<file path="src/rtl/spi_reg_bank.sv">
// Purpose : byte-framed read/write register bank behind an SPI slave, framed by chip select.
// Latency : write lands 1 cycle after i_RX_DV; o_TX_DV/o_TX_Byte 1 cycle after i_RX_DV; CS edges seen 3 cycles after the pin.
// Backpress: none; every i_RX_DV pulse is consumed, including pulses on consecutive cycles.
module spi_reg_bank #(
  parameter int NUM_REGS = 8,   // power of two, 2..16
  parameter int ADDR_W   = 3    // log2(NUM_REGS)
) (
  input  logic                  i_Clk,
  input  logic                  i_Rst_L,
  input  logic                  i_RX_DV,
  input  logic [7:0]            i_RX_Byte,
  input  logic                  i_SPI_CS_n,
  output logic                  o_TX_DV,
  output logic [7:0]            o_TX_Byte,
  output logic [8*NUM_REGS-1:0] o_regs,
  output logic                  o_wr_strobe,
  output logic [ADDR_W-1:0]     o_wr_addr,
  output logic                  o_cmd_err
);

  typedef enum logic [2:0] {
    IDLE    = 3'd0,
    CMD     = 3'd1,
    WRITE   = 3'd2,
    READ    = 3'd3,
    DISCARD = 3'd4
  } state_t;

  state_t            state;
  logic              cs_meta;
  logic              cs_sync;
  logic              cs_prev;
  logic              cs_rise;
  logic              cs_fall;
  logic [ADDR_W-1:0] addr;
  logic [ADDR_W-1:0] addr_nxt;
  logic [7:0]        regs [NUM_REGS];

  // Command byte fields: bit 7 selects read, low bits give the start address,
  // everything in between is reserved and must be zero.
  logic              cmd_rd;
  logic [ADDR_W-1:0] cmd_addr;
  logic              cmd_rsvd;

  assign cmd_rd   = i_RX_Byte[7];
  assign cmd_addr = i_RX_Byte[ADDR_W-1:0];
  assign cmd_rsvd = |i_RX_Byte[6:ADDR_W];
  // Address arithmetic wraps naturally at ADDR_W bits.
  assign addr_nxt = addr + ADDR_W'(1);

  assign cs_rise = cs_sync & ~cs_prev;
  assign cs_fall = ~cs_sync & cs_prev;

  // Two-flop synchroniser for the raw CS pin plus a third flop for edge detection;
  // all idle high so reset never looks like a deselect edge.
  always_ff @(posedge i_Clk or negedge i_Rst_L) begin
    if (!i_Rst_L) begin
      cs_meta <= 1'b1;
      cs_sync <= 1'b1;
      cs_prev <= 1'b1;
    end else begin
      cs_meta <= i_SPI_CS_n;
      cs_sync <= cs_meta;
      cs_prev <= cs_sync;
    end
  end

  // Transaction FSM, register array and registered outputs. A byte arriving in
  // the same cycle as a CS edge is processed first; the CS edge then overrides
  // the next state.
  always_ff @(posedge i_Clk or negedge i_Rst_L) begin
    if (!i_Rst_L) begin
      state       <= IDLE;
      addr        <= '0;
      o_TX_DV     <= 1'b0;
      o_TX_Byte   <= 8'h00;
      o_wr_strobe <= 1'b0;
      o_wr_addr   <= '0;
      o_cmd_err   <= 1'b0;
      for (int i = 0; i < NUM_REGS; i++) begin
        regs[i] <= 8'h00;
      end
    end else begin
      o_TX_DV     <= 1'b0;
      o_wr_strobe <= 1'b0;

      case (state)
        IDLE: begin
          if (cs_fall) begin
            state <= CMD;
          end
        end
        CMD: begin
          if (i_RX_DV) begin
            if (cmd_rsvd) begin
              o_cmd_err <= 1'b1;
              state     <= DISCARD;
            end else begin
              o_cmd_err <= 1'b0;
              addr      <= cmd_addr;
              if (cmd_rd) begin
                o_TX_Byte <= regs[cmd_addr];
                o_TX_DV   <= 1'b1;
                state     <= READ;
              end else begin
                state <= WRITE;
              end
            end
          end
        end
        WRITE: begin
          if (i_RX_DV) begin
            regs[addr]  <= i_RX_Byte;
            o_wr_strobe <= 1'b1;
            o_wr_addr   <= addr;
            addr        <= addr_nxt;
          end
        end
        READ: begin
          // Incoming byte is a dummy; it only advances the read pointer.
          if (i_RX_DV) begin
            addr      <= addr_nxt;
            o_TX_Byte <= regs[addr_nxt];
            o_TX_DV   <= 1'b1;
          end
        end
        DISCARD: begin
          state <= DISCARD;
        end
        default: begin
          state <= IDLE;
        end
      endcase

      if (state != IDLE) begin
        if (cs_rise) begin
          state <= IDLE;
        end else if (cs_fall) begin
          state <= CMD;
        end
      end
    end
  end

  // Present every register in parallel, reg[n] at bits [8n+7:8n].
  always_comb begin
    o_regs = '0;
    for (int i = 0; i < NUM_REGS; i++) begin
      o_regs[8*i +: 8] = regs[i];
    end
  end

endmodule

</file>
<file path="config.mk">
export PLATFORM = sky130hd
export DESIGN_NAME = spi_reg_bank
export DESIGN_NICKNAME = d
export VERILOG_FILES = /design/src/rtl/spi_reg_bank.sv
export SDC_FILE = /design/constraint.sdc
export NUM_CORES = 1
export LEC_CHECK = 0
export CELL_PAD_IN_SITES_DETAIL_PLACEMENT = 1
export CELL_PAD_IN_SITES_GLOBAL_PLACEMENT = 1
export CORE_UTILIZATION = 42
export CTS_CLUSTER_SIZE = 10
export DETAILED_ROUTE_END_ITERATION = 7
export GPL_TIMING_DRIVEN = 0
export PLACE_DENSITY_LB_ADDON = 0.1
export SYNTH_ARGS = -nofsm -noshare
export SYNTH_HDL_FRONTEND = slang
export SYNTH_SLANG_ARGS = --single-unit
</file>
<file path="constraint.sdc">
create_clock -name i_Clk -period 2.74 [get_ports i_Clk]
set_clock_uncertainty 0.05 [all_clocks]
set_input_delay 0.548 -clock i_Clk [delete_from_list [all_inputs] [get_ports i_Clk]]
set_output_delay 0.548 -clock i_Clk [all_outputs]
set_load 0.05 [all_outputs]
</file>
==> flow_metrics.tcl <==
set metrics [dict create \
    r2r_setup_slack_ps 110 \
    placedCellCount 526 \
    clk_latency_ps 360 \
    maxSlewViolCount 0 \
    synth.distinct_cells 42 \
    r2r_end "o_TX_Byte[1]$_DFFE_PN0P_" \
    antenna_found_initial 0 \
    peakVddDrop_mv 0.286 \
    synth_seq_cells 87 \
    viasPerCell 5.95 \
    startpoint "addr[1]$_DFFE_PN0P_" \
    vias 3226 \
    intPower_mw 2.33 \
    drtIter0Drc 128 \
    htree_num_levels 3 \
    start_util_pct 43.2 \
    ys.flop_type "dfrtp_1" \
    fin_crit_sh_pct 96.0 \
    synth_edf_count 0 \
    setup_slack_ps 111 \
    fill_cells 1038 \
    die_w_um 105 \
    netSwitchingFraction_pct 35.6 \
    ff2ff_path_depth 7 \
    numPortBuffers 85 \
    grt_pass1_wl_um 20400 \
    setup_viol 0 \
    netlist_area_um2 4440 \
    synth_compound_area_share_pct 5.04 \
    synth_seq_area_share_pct 49.1 \
    relSlewSlack_pct 33.7 \
    overflow 0 \
    cts_tree "done" \
    drc 0 \
    fin_cells 542 \
    p_per_area_nw_per_um2 633 \
    arrival_ps 2830 \
    core_area_um2 10300 \
    gr-usage-all-layers_pct 25.3 \
    cts_hold_buf 0 \
    critPathLaunchType "flip-flop" \
    syn_avg_cell_area_um2 14.6 \
    cts.sinks 87 \
    criticalPathCategory "reg -> reg" \
    ant_nets 0 \
    netlist_instances 304 \
    gp_congestion 0.788 \
    clk_root_buffer_cell "clkbuf_8" \
    cts.clk_slew.worst_paths_ps 90 \
    max_freq_mhz 380 \
    period_needed_ps 2630 \
    worstHoldPathType "in -> async" \
    seq_power_share_pct 40.4 \
    switching_power_mw 1.29 \
    fp-row-count 37 \
    tightest_slew_ps 987 \
    register_area_um2 2180 \
    nets 414 \
    rsz0062_at_grt "no" \
    r2r-start "addr[1]$_DFFE_PN0P_" \
    status "finished, final reports clean" \
    endpoint "o_TX_Byte[1]$_DFFE_PN0P_" \
    routed_wirelength_um 13300 \
    synth_nets 317 \
    yosys_warnings 0 \
    leakage_nw 2.48 \
    critical_path.max_fanout 10 \
    yosys.area_share.simple_pct 7.21 \
    die_y_um 105 \
    synth-xor-area-share_pct 0.592 \
    antenna_cells 0 \
    synth-async-reset-ratio_pct 100 \
    area_growth_pct 28.6 \
    die_area_um2 11000 \
    drive_gt1_share_pct 34.0 \
    cts_buffers 9 \
    multi_input_area_um2 2140 \
    drv_cap 0 \
    cp-end-kind "flip-flop" \
    final_cell_mix "84 x dfrtp_1, 84 x clkdlybuf4s50_1, 66 x mux2_2" \
    ioPinCount 90 \
    synth_top_family_by_area "multiplexers" \
    hold_violations 0 \
    grt_start_max_net_pins 63 \
    grt_pass1_vias 3396 \
    post-place-ws_ps -219 \
    first_pass_iters 4 \
    place_hpwl_um 8810 \
    crit_required_ps 2940 \
    cts_setup_buffers 0 \
    pwr-share-comb_pct 31.4 \
    synthMuxAreaShare_pct 34.8 \
    clock_path_buffers 2 \
    ctsResizeCount 0 \
    wl_per_cell_um 24.5 \
    synth_fa_ha_area_share_pct 0.507 \
    clkPwrFrac_pct 28.2 \
]
## metal layers
| layer | GRT usage (%) | part of all wire [%] | vias up |
|---|---|---|---|
| li1 | - | - | 1374 |
| met4 | 8.65 | 1.7 | 0 |
| met2 | 41.6 | 49 | 145 |
| met5 | 0 | 0 | - |
| met3 | 4.18 | 7.3 | 21 |
| met1 | 34.3 | 42 | 1686 |
## flip-flops by register name, summed over array words and instances, names as in the netlist
register and count:
o_TX_DV 1, cs_prev 1, cs_meta 1, o_wr_strobe 1
o_TX_Byte 8, o_regs 64, o_wr_addr 3, state 3
cs_sync 1, o_cmd_err 1, addr 3
## layout make-up
type | instances | share of cell area, %
sequential | 87 | 38.2
multi-input combinational | 191 | 37.4
timing repair buffer | 86 | 15.3
tap | 136 | 2.98
clock buffer | 11 | 2.48
buffer | 21 | 1.82
clock inverter | 5 | 1.42
inverter | 5 | 0.329
## worst max-delay path, stage by stage, from the launching register on
cell and delay, ps:
dfrtp_1 400, ha_1 270, clkbuf_1 520, buf_2 440
mux4_2 370, nand3_1 100, a211oi_1 80, a211o_1 290
## per-stage QoR
stage	hold WS [ps]	instance area [um^2]	power (mW)	util (%)	TNS, ps
finish	34.2	5710	3.61	55.6	0
global placement	297	5460	2.59	53.1	-190540
detailed placement	301	5490	2.61	53.4	-9590
global route	48.9	5710	3.73	55.6	0
CTS	32.3	5710	3.62	55.6	0
floorplan	202	4440	2.22	-	0
## synthesized netlist by cell type (2+ instances only)
library cell / count / share of area, %
nand4_1: 2 / 0.28
mux2_2: 66 / 17
buf_4: 2 / 0.34
a211o_1: 8 / 1.6
dfrtp_1: 84 / 47
o21ai_0: 2 / 0.23
nand2_1: 6 / 0.51
buf_2: 8 / 0.90
dfstp_2: 3 / 1.8
nor2_1: 10 / 0.85
mux2i_1: 8 / 1.8
o21a_1: 2 / 0.34
nor3_4: 2 / 0.73
nand3_1: 19 / 2.1
xor2_1: 2 / 0.39
clkbuf_1: 10 / 0.85
mux4_2: 32 / 16
a211oi_1: 10 / 1.7
inv_1: 5 / 0.42
## power groups by stage
stage / Combinational, mW / Clock (mW) / Sequential (mW)
after detailed placement: 1.13 / 0 / 1.48
final: 1.13 / 1.02 / 1.46
after global routing: 1.18 / 1.08 / 1.47
after CTS: 1.13 / 1.03 / 1.46
after global placement: 1.11 / 0 / 1.48
after floorplan: 0.533 / 0 / 1.68
## worst min-delay path by stage
stage | endpoint | cells after the start
after floorplan | addr[0]$_DFFE_PN0P_ | 0
after detailed placement | cs_sync$_DFF_PN1_ | 0
final | o_regs[14]$_DFFE_PN0P_ | 1
after global routing | o_regs[6]$_DFFE_PN0P_ | 1
after CTS | o_regs[14]$_DFFE_PN0P_ | 1
after global placement | cs_sync$_DFF_PN1_ | 0
## kinds of logic after synthesis
| logic type | after synthesis |
|---|---|
| and+or+nand+nor | 51 |
| muxes | 106 |
| adders and majority gates | 2 |
| xor gates and xnor gates | 3 |
| DFF | 87 |
| buffers and inverters | 26 |
| AOI/OAI and AO/OA | 29 |
(Power assumes the default switching activity.)
